===== config.mk =====
export PLATFORM = sky130hd
export DESIGN_NAME = alu_writeback_ctrl
export DESIGN_NICKNAME = d
export VERILOG_FILES = /design/src/rtl/alu_writeback_ctrl.sv
export SDC_FILE = /design/constraint.sdc
export NUM_CORES = 1
export LEC_CHECK = 0
export ABC_AREA = 1
export CAP_MARGIN = 20
export CORE_ASPECT_RATIO = 0.8
export CORE_MARGIN = 3
export CORE_UTILIZATION = 50
export CTS_CLUSTER_DIAMETER = 40
export DETAILED_ROUTE_END_ITERATION = 6
export GPL_ROUTABILITY_DRIVEN = 1
export PLACE_DENSITY = 0.82
export SLEW_MARGIN = 10
export SYNTH_ARGS = -nofsm -noshare
export SYNTH_HDL_FRONTEND = slang
export SYNTH_SLANG_ARGS = --single-unit

===== constraint.sdc =====
create_clock -name clk -period 3.7 [get_ports clk]
set_clock_uncertainty 0.15 [all_clocks]
set_input_delay 1.11 -clock clk [delete_from_list [all_inputs] [get_ports clk]]
set_output_delay 1.11 -clock clk [all_outputs]
set_load 0.01 [all_outputs]

===== src/rtl/alu_writeback_ctrl.sv =====
// Sequencing controller for one ALU operation: read two registers, execute, write back.
// Runs a fixed IDLE -> READ -> EXEC -> WRITE walk per accepted command.
module alu_writeback_ctrl #(
    parameter int DATA_W = 8,
    parameter int SEL_W  = 4
) (
    input  logic              clk,
    input  logic              rst,
    input  logic              cmd_valid,
    output logic              cmd_ready,
    input  logic [2:0]        cmd_op,
    input  logic [SEL_W-1:0]  cmd_srcA,
    input  logic [SEL_W-1:0]  cmd_srcB,
    input  logic [SEL_W-1:0]  cmd_dst,
    output logic [SEL_W-1:0]  A_sel,
    output logic [SEL_W-1:0]  B_sel,
    input  logic [DATA_W-1:0] A,
    input  logic [DATA_W-1:0] B,
    output logic [DATA_W-1:0] replaceData,
    output logic [SEL_W-1:0]  replaceSel,
    output logic              replaceEn,
    output logic              done,
    output logic              carry,
    output logic              zero,
    output logic [1:0]        dbg_state
);

    // Handshake: a command transfers on a rising edge where cmd_valid and cmd_ready
    // are both high; cmd_ready is high only in IDLE, and fields are ignored otherwise.

    typedef enum logic [1:0] {
        S_IDLE  = 2'd0,
        S_READ  = 2'd1,
        S_EXEC  = 2'd2,
        S_WRITE = 2'd3
    } state_t;

    localparam logic [2:0] OP_ADD = 3'd0;
    localparam logic [2:0] OP_SUB = 3'd1;
    localparam logic [2:0] OP_AND = 3'd2;
    localparam logic [2:0] OP_OR  = 3'd3;
    localparam logic [2:0] OP_XOR = 3'd4;
    localparam logic [2:0] OP_SHL = 3'd5;
    localparam logic [2:0] OP_SHR = 3'd6;
    localparam logic [2:0] OP_MOV = 3'd7;

    state_t              state_q, state_d;
    logic [2:0]          op_q, op_d;
    logic [SEL_W-1:0]    dst_q, dst_d;
    logic [SEL_W-1:0]    a_sel_q, a_sel_d;
    logic [SEL_W-1:0]    b_sel_q, b_sel_d;
    logic [DATA_W-1:0]   a_q, a_d;
    logic [DATA_W-1:0]   b_q, b_d;
    logic [DATA_W-1:0]   replace_data_q, replace_data_d;
    logic [SEL_W-1:0]    replace_sel_q, replace_sel_d;
    logic                replace_en_q, replace_en_d;
    logic                done_q, done_d;
    logic                carry_q, carry_d;
    logic                zero_q, zero_d;
    logic                cmd_ready_q, cmd_ready_d;

    logic [DATA_W-1:0]   alu_res;
    logic                alu_carry;

    always_comb begin
        alu_res   = '0;
        alu_carry = 1'b0;
        case (op_q)
            OP_ADD: {alu_carry, alu_res} = {1'b0, a_q} + {1'b0, b_q};
            OP_SUB: begin
                alu_res   = a_q - b_q;
                alu_carry = (a_q < b_q);
            end
            OP_AND: alu_res = a_q & b_q;
            OP_OR:  alu_res = a_q | b_q;
            OP_XOR: alu_res = a_q ^ b_q;
            OP_SHL: begin
                alu_res   = {a_q[DATA_W-2:0], 1'b0};
                alu_carry = a_q[DATA_W-1];
            end
            OP_SHR: begin
                alu_res   = {1'b0, a_q[DATA_W-1:1]};
                alu_carry = a_q[0];
            end
            OP_MOV: alu_res = a_q;
            default: alu_res = '0;
        endcase
    end

    always_comb begin
        state_d        = state_q;
        op_d           = op_q;
        dst_d          = dst_q;
        a_sel_d        = a_sel_q;
        b_sel_d        = b_sel_q;
        a_d            = a_q;
        b_d            = b_q;
        replace_data_d = replace_data_q;
        replace_sel_d  = replace_sel_q;
        replace_en_d   = 1'b0;
        done_d         = 1'b0;
        carry_d        = carry_q;
        zero_d         = zero_q;
        cmd_ready_d    = cmd_ready_q;
        case (state_q)
            S_IDLE: begin
                if (cmd_valid && cmd_ready_q) begin
                    op_d        = cmd_op;
                    dst_d       = cmd_dst;
                    a_sel_d     = cmd_srcA;
                    b_sel_d     = cmd_srcB;
                    cmd_ready_d = 1'b0;
                    state_d     = S_READ;
                end
            end
            S_READ: begin
                a_d     = A;
                b_d     = B;
                state_d = S_EXEC;
            end
            S_EXEC: begin
                // Outputs for the WRITE cycle are loaded here so they are flop-driven.
                replace_data_d = alu_res;
                replace_sel_d  = dst_q;
                replace_en_d   = 1'b1;
                done_d         = 1'b1;
                carry_d        = alu_carry;
                zero_d         = (alu_res == '0);
                state_d        = S_WRITE;
            end
            S_WRITE: begin
                cmd_ready_d = 1'b1;
                state_d     = S_IDLE;
            end
            default: begin
                cmd_ready_d = 1'b1;
                state_d     = S_IDLE;
            end
        endcase
    end

    always_ff @(posedge clk) begin
        if (rst) begin
            state_q        <= S_IDLE;
            op_q           <= '0;
            dst_q          <= '0;
            a_sel_q        <= '0;
            b_sel_q        <= '0;
            a_q            <= '0;
            b_q            <= '0;
            replace_data_q <= '0;
            replace_sel_q  <= '0;
            replace_en_q   <= 1'b0;
            done_q         <= 1'b0;
            carry_q        <= 1'b0;
            zero_q         <= 1'b0;
            cmd_ready_q    <= 1'b1;
        end else begin
            state_q        <= state_d;
            op_q           <= op_d;
            dst_q          <= dst_d;
            a_sel_q        <= a_sel_d;
            b_sel_q        <= b_sel_d;
            a_q            <= a_d;
            b_q            <= b_d;
            replace_data_q <= replace_data_d;
            replace_sel_q  <= replace_sel_d;
            replace_en_q   <= replace_en_d;
            done_q         <= done_d;
            carry_q        <= carry_d;
            zero_q         <= zero_d;
            cmd_ready_q    <= cmd_ready_d;
        end
    end

    assign cmd_ready   = cmd_ready_q;
    assign A_sel       = a_sel_q;
    assign B_sel       = b_sel_q;
    assign replaceData = replace_data_q;
    assign replaceSel  = replace_sel_q;
    assign replaceEn   = replace_en_q;
    assign done        = done_q;
    assign carry       = carry_q;
    assign zero        = zero_q;
    assign dbg_state   = state_q;

endmodule

# == Word level (Yosys, flattened, before mapping) ==
# Cells that the tools add are included.
# classes
n_addsub,2
multipliers,0
div,0
n_lt_le_gt_ge,1
n_eq_ne,11
n_shift,0
mux,7
bitwise_logic,3
n_reduce_logical,7
# ops
operator,count
$pmux W8 S8,1
$eq A3 B3 Y1 const B,4
$add A8 B8 Y9,1
$and A8 B8 Y8,1
$logic_not A8 Y1,1
$lt A8 B8 Y1,1
$or A8 B8 Y8,1
$pmux W2 S4,1
$sub A8 B8 Y8,1
$xor A8 B8 Y8,1
$eq A3 B2 Y1 const B,2
$eq A2 B2 Y1 const B,2
$pmux W1 S4,1
$reduce_and A2 Y1,2
$eq A3 B1 Y1 const B,1
$logic_not A3 Y1,1
$eq A2 B1 Y1 const B,1
$logic_not A2 Y1,1
$mux W1,2
$mux W2,1
$ne A2 B2 Y1 const B,1
$pmux W1 S2,1
$reduce_bool A2 Y1,1
$logic_and A1 B1 Y1,1
# word_totals
reg_bits,49
latchBits,0
ramBits,0
mem_bits_ro,0
in_bits,34
out_inout_bits,27
elab_cells,44
mem_count,0

# == Depth between registers and ports, before layout ==
# Gate-level depths: netlist of run 1.
# depth
ltp_word,3
mapped_depth,15
depth_no_buf,15

# == Worst setup path after synthesis of run 1 ==
# OpenSTA, ideal clock, no wires.
# synth_timing
kind,register to register
start,register a_q[0]
end,"register zero_q, in the netlist zero"
setup_ps,66
t_arrival_ps,1814
required_time_ps,3484
path_slack_ps,1670
stages_incl_launch_ff,15
path_buffers,0
synth_period_minus_slack_ps,2030
cell_sequence,dfxtp_1 > inv_1 > ha_1 > fa_1 > inv_1 > nand2_1 > nand2_1 > nand3_1 > nand2_1 > nand2_1 > nand3_1 > nand3_1 > nor2_1 > nand3_1 > a21oi_2
# synth_via
elab_chain_cells,3
word_cells_on_any_way,7
cone_classes,add/sub: 2; mux: 1; bitwise: 3; reduce/logical: 1
# synth_rtl
element,line_no,text
start: declaration,52,"logic [DATA_W-1:0] a_q, a_d;"
start signal: assignment,149,a_q <= '0;
start signal: assignment,164,a_q <= a_d;
$sub A8 B8 Y8 (tied with other cells),71,alu_res = a_q - b_q;
$pmux W8 S8 *,68,case (op_q)
$logic_not A8 Y1 *,128,zero_d = (alu_res == '0);
end signal: assignment,171,zero_q <= zero_d;
end: declaration,59,"logic zero_q, zero_d;"
# Mark *: on every way between the ends. The rest lies on a longest branch, timed or not.
# A chain may end at the register's enable or synchronous reset.

# == Final worst setup path of run 1 ==
# layout_timing
start,register a_q[1]
end,"register zero_q, in the netlist zero"
# The elaborated chain is that of the path after synthesis.

==> results of run 1 <==
worst min-delay path: stages, from the launching register on:
cell and delay, ps:
dfxtp_1 320, inv_1 40, a21oi_1 50
kinds of logic after synthesis:
logic type / Yosys count / synth area share [%]
flops: 49 / 30.41
compound gates: 113 / 18.97
buf+inv: 88 / 11.60
xor+xnor: 2 / 0.5432
simple gates: 183 / 25.99
fa+ha+maj: 31 / 12.49
synth_stat cells (all sizes together):
master / n / area (µm²)
ha: 29 / 362.9
dfxtp: 49 / 980.9
xor2: 1 / 8.760
a31oi: 2 / 18.77
nand3: 40 / 227.7
clkbuf: 12 / 45.04
inv: 66 / 250.3
buf: 10 / 78.82
nand3b: 1 / 7.510
a21oi: 53 / 280.3
o21bai: 1 / 7.510
and2: 1 / 6.260
a221o: 1 / 10.01
or2: 2 / 15.02
o211ai: 1 / 7.510
nand2: 77 / 299.0
o21ai: 51 / 259.0
fa: 2 / 40.04
nor3: 2 / 10.01
o211a: 1 / 10.01
xnor2: 1 / 8.760
nand4: 15 / 93.84
o22ai: 3 / 18.77
nor2: 45 / 178.9
area by class of cell:
cell class	instances	area [µm²]	area share, %
multi-input combinational	329	1871	47.28
sequential	49	980.9	24.79
timing repair buffer	62	615.6	15.56
inverter	66	250.2	6.325
tap	81	101.3	2.562
clock buffer	5	68.82	1.739
clock inverter	3	68.82	1.739
flip-flops by register name, summed over array words and instances, names as in the netlist, 2 cells and up:
| name | flops |
|---|---|
| A_sel | 4 |
| B_sel | 4 |
| a_q | 8 |
| b_q | 8 |
| dbg_state | 2 |
| dst_q | 4 |
| op_q | 3 |
| replaceData | 8 |
| replaceSel | 4 |
cell usage in the layout, fill, tap and decap left out, drive strengths merged, types with 5 or more instances in the layout:
cell type / netlist / layout
a21oi: 53 / 53
clkbuf: 12 / 5
clkdlybuf4s50: 0 / 60
dfxtp: 49 / 49
ha: 29 / 29
inv: 66 / 67
nand2: 77 / 77
nand3: 40 / 40
nand4: 15 / 15
nor2: 45 / 45
o21ai: 51 / 51
power by group:
part	switching (mW)	leakage, nW	internal [mW]
clock	0.199	0.0687	0.272
sequential	0.199	0.403	0.714
combinational	1.15	1.25	0.684
total	1.54	1.72	1.67
worst paths after layout:
check / from / to
worst max register to register: a_q[1]$_SDFFE_PP0N_ / zero$_SDFFE_PP0P_
worst min-delay path: A_sel[2]$_SDFFE_PP0P_ / A_sel[2]$_SDFFE_PP0P_
worst max-delay path: a_q[1]$_SDFFE_PP0N_ / zero$_SDFFE_PP0P_
worst min register to register: A_sel[2]$_SDFFE_PP0P_ / A_sel[2]$_SDFFE_PP0P_
routing by layer:
layer	GRT usage, %	wire [µm]	vias to the layer above
li1	-	-	1626
met1	37.05	4101	1444
met2	34.84	3806	166
met3	7.558	940	11
met4	6.534	119	0
met5	0	0	-
==> results by group, run 1 <==
Run status
  • Status: finished clean

Routing
  • Final WL: 8967 µm
  • Detailed Route Iter0 Violations: 311
  • DR WL/cell: 15.07 µm
  • Via density: 5.457
  • DRC Markers: 0
  • Final antenna-violating net count: 0
  • Drt first pass iters: 5
  • Vias: 3247

Place
  • Pre-CTS WS: 1054 ps
  • Post-Place Cells: 587
  • I/O Buffers: 60
  • RePlAce Congestion: 0.9801
  • Placed instance area: 0.003819 mm²
  • HPWL Detailed: 6801 µm

Clocking
  • Clock-pin slew on the worst setup and hold paths: 100 ps
  • CTS max path bufs: 2
  • Post-CTS Resized: 0
  • Clock sink count: 49
  • H-Tree Level Count: 2
  • Setup Fix Bufs, Post-CTS: 0
  • Skew-Pair Late Insertion Delay: 320 ps
  • Root buffer cell: clkbuf_8
  • Total CTS buffers: 5
  • CTS tree: built
  • Cts hold-fix bufs: 0

Worst setup path
  • Crit-path cells: inv_1, ha_1, o21ai_0, nand3_1, nand2_1, nor2_1, nor2_1, nand3_1, nor2_1, nand3_1, a21oi_2
  • Required time worst endpoint: 3800 ps
  • Cell family with most CP delay: simple AND/OR/NAND/NOR gates
  • Setup slack, reg-to-reg: 970 ps
  • Critical path fanouts, max: 5
  • Critical Path End Type: register
  • CP max stage delay: 480 ps
  • Worst path arrival time: 2830 ps
  • Type of the worst setup path: register to register
  • Bufs and invs on worst path: 1
  • Reg2Reg Depth: 11
  • Type of origin of the critical path: register
  • Crit path max-delay cell type: dfxtp_1
  • Critical path depth in cells: 11

GRT
  • GRT overflow: 0
  • Largest net degree at the start of global routing: 44
  • First-pass GRT wire length: 14480 µm
  • GRT Total Usage: 25.02%
  • Vias in the first global route: 2890
  • Initial antenna violation count: 0

Timing
  • FMAX: 0.3667 GHz
  • Final worst slack: 973.2 ps
  • Final worst-path cycle share: 73.70%
  • Tmin final: 2727 ps
  • Setup_tns: 0 ps
  • Final setup fails: 0
  • Worst Max-Slew Pin Slew: 905.9 ps
  • Fin Hold WS: 300.4 ps
  • Final Hold Viols: 0
  • RSZ-0062 raised after global routing: no
  • Slew Limit Fails: 0
  • Relative slew margins: 39.54%

Cells and area
  • Layout Cells excl Fill: 595
  • Layout cells sized above 1: 6.031%
  • Filler cell count: 551
  • Ant diodes: 0
  • Post-layout util: 65.20%
  • Synthesis-to-layout area growth: 22.65%
  • Design area: 0.003956 mm²
  • Nets: 578

Die
  • # rows: 25
  • Die area: 0.007457 mm²
  • CORE AREA: 0.006068 mm²
  • I/O pin cnt: 61
  • Die Wd: 95.80 µm
  • Starting density of the core: 53.15%
  • Die H: 77.84 µm

Synth
  • Synth Warn #: 0
  • Sequential area share after synthesis: 30.41%
  • Syn Inst Count: 466
  • Synth Area per Inst: 6.922 µm²
  • Flop and latch count out of synthesis: 49
  • Synth unique cells: 39
  • Mapped cell area: 0.003226 mm²
  • Syn Nets: 531

Pwr
  • Tot Pwr: 3.214 mW
  • Maximum vdd ir drop: 395.4 µV
  • Power density over cell area: 812.3 mW/mm²
  • Leak: 1.719 nW

Job
  • Max_cap viols: 0

Min path
  • Worst Hold Depth: 2
  • Min-delay worst type: register to register
Power figures use the tool's default switching activity.
==> run 2, diff against run 1 <==
- CORE_UTILIZATION: 50 -> 48
- clock period: 3.7 -> 2.35 ns (I/O delays scaled with it)
==> run 2 against run 1 <==
Against the previous run:
- wire length is 3.3% higher
- largest cell class unchanged
- first-iteration DRC count is 18% lower
- combinational power is 74% higher
- worst setup slack worse by 810 ps
- via count is 2.0% higher
- cell count is 2.9% higher
- die area is 3.9% higher
==> results by group, run 2 (same netlist as run 1, synthesis figures left out) <==
Run status
  • Status: finished clean

Die
  • I/O pin cnt: 61
  • CORE AREA: 0.006441 mm²
  • Die Wd: 97.65 µm
  • Die area: 0.007746 mm²
  • Starting density of the core: 50.08%
  • Die H: 79.32 µm
  • # rows: 26

Clocking
  • Clock-pin slew on the worst setup and hold paths: 100 ps
  • Skew-Pair Late Insertion Delay: 310 ps
  • Clock sink count: 49
  • H-Tree Level Count: 2
  • Cts hold-fix bufs: 0
  • Root buffer cell: clkbuf_8
  • Total CTS buffers: 5
  • CTS max path bufs: 2
  • CTS tree: built

Timing
  • Final worst slack: 161.1 ps
  • Final Hold Viols: 0
  • Final setup fails: 0
  • Slew Limit Fails: 0
  • Final worst-path cycle share: 93.15%
  • RSZ-0062 raised after global routing: no
  • Relative slew margins: 63.20%
  • Tmin final: 2189 ps
  • FMAX: 0.4568 GHz
  • Setup_tns: 0 ps
  • Worst Max-Slew Pin Slew: 551.3 ps

GRT
  • First-pass GRT wire length: 14630 µm
  • Initial antenna violation count: 0
  • GRT Total Usage: 23.23%
  • Vias in the first global route: 2948
  • Largest net degree at the start of global routing: 39
  • GRT overflow: 0

Worst setup path
  • Required time worst endpoint: 1490 ps
  • Crit path max-delay cell type: clkdlybuf4s50_1
  • CP max stage delay: 580 ps
  • Cell family with most CP delay: buffers and inverters
  • Type of the worst setup path: register to output pin
  • Reg2reg start: a_q[7]$_SDFFE_PP0N_
  • Crit-path cells: clkdlybuf4s50_1
  • Critical Path End Type: output pin
  • Worst path arrival time: 1330 ps
  • Critical path fanouts, max: 5
  • Bufs and invs on worst path: 1
  • Type of origin of the critical path: register
  • CP Launch Point: dbg_state[0]$_SDFFE_PP0P_

Min path
  • Min-delay worst type: register to register
  • HP Start: B_sel[0]$_SDFFE_PP0P_

Routing
  • DRC Markers: 0
  • Drt first pass iters: 5
  • Final WL: 9261 µm
  • DR WL/cell: 15.13 µm
  • Detailed Route Iter0 Violations: 255
  • Via density: 5.412
  • Vias: 3312
  • Final antenna-violating net count: 0

Pwr
  • Maximum vdd ir drop: 500.2 µV
  • Power density over cell area: 1290 mW/mm²
  • Leak: 1.794 nW

Cells and area
  • Nets: 592
  • Ant diodes: 0
  • Layout cells sized above 1: 10.61%
  • Most frequent cells in the layout: 74 x nand2_1, 60 x inv_1, 60 x clkdlybuf4s50_1
  • Synthesis-to-layout area growth: 27.81%
  • Commonest non-fill, non-tap cell in the layout: nand2_1
  • Post-layout util: 64.01%

Place
  • Pre-CTS WS: 85.09 ps
  • RePlAce Congestion: 0.9432
  • I/O Buffers: 60
  • HPWL Detailed: 7135 µm

Job
  • Max_cap viols: 0
==> run 2: final timing paths <==
path / to / slack (ps) / depth (start not counted)
hold reg to reg: B_sel[0]$_SDFFE_PP0P_ / 300 / 2
setup / recovery: dbg_state[0] / 160 / 1
hold / removal: B_sel[0]$_SDFFE_PP0P_ / 300 / 2
setup reg to reg: zero$_SDFFE_PP0P_ / 160 / 9
==> run 2: per-stage QoR <==
step | total power [mW] | std cells | instance area [µm²] | hold WS, ps
2_1_floorplan | 3.356 | 466 | 3226 | 279.7
6_report | 5.317 | 612 | 4123 | 300.1
3_5_place_dp | 4.368 | 603 | 3933 | 286.4
5_1_grt | 5.709 | 612 | 4123 | 322.1
4_1_cts | 5.129 | 611 | 4070 | 302.1
3_3_place_gp | 4.329 | 603 | 3933 | 279.4
==> run 2: per-layer routing <==
| layer | global-route usage (%) | vias to the layer above | wire, µm |
|---|---|---|---|
| li1 | - | 1649 | - |
| met1 | 33.21 | 1515 | 4320 |
| met2 | 35.70 | 141 | 4082 |
| met3 | 5.531 | 7 | 789 |
| met4 | 4.841 | 0 | 69 |
| met5 | 0 | - | 0 |
==> run 2: what timing repair did <==
| item | 4_1_cts | 5_1_grt |
|---|---|---|
| setup endpoints to repair | 0 | 5 |
| buffers inserted | 0 | 1 |
| gates resized for setup | 0 | 14 |
==> run 2: final cells by class <==
cell class	instances	area, µm²
Clock buffer	5	68.82
Timing Repair Buffer	76	733.2
Multi-Input combinational cell	329	1912
Inverter	66	250.2
Sequential cell	49	984.7
Fill cell	549	2318
Clock inverter	3	68.82
Tap cell	84	105.1
==> run 2: power breakdown <==
part / switching [mW] / internal, mW / total [mW]
Sequential: 0.260 / 1.13 / 1.39
Combinational: 1.91 / 1.27 / 3.18
Clock: 0.320 / 0.429 / 0.749
Total: 2.49 / 2.83 / 5.32
==> run 3, diff against run 2 <==
- HOLD_SLACK_MARGIN: default -> 0.08
==> results of run 3 <==
Same layout as run 2: the final DEF is identical, and so are final timing and power.
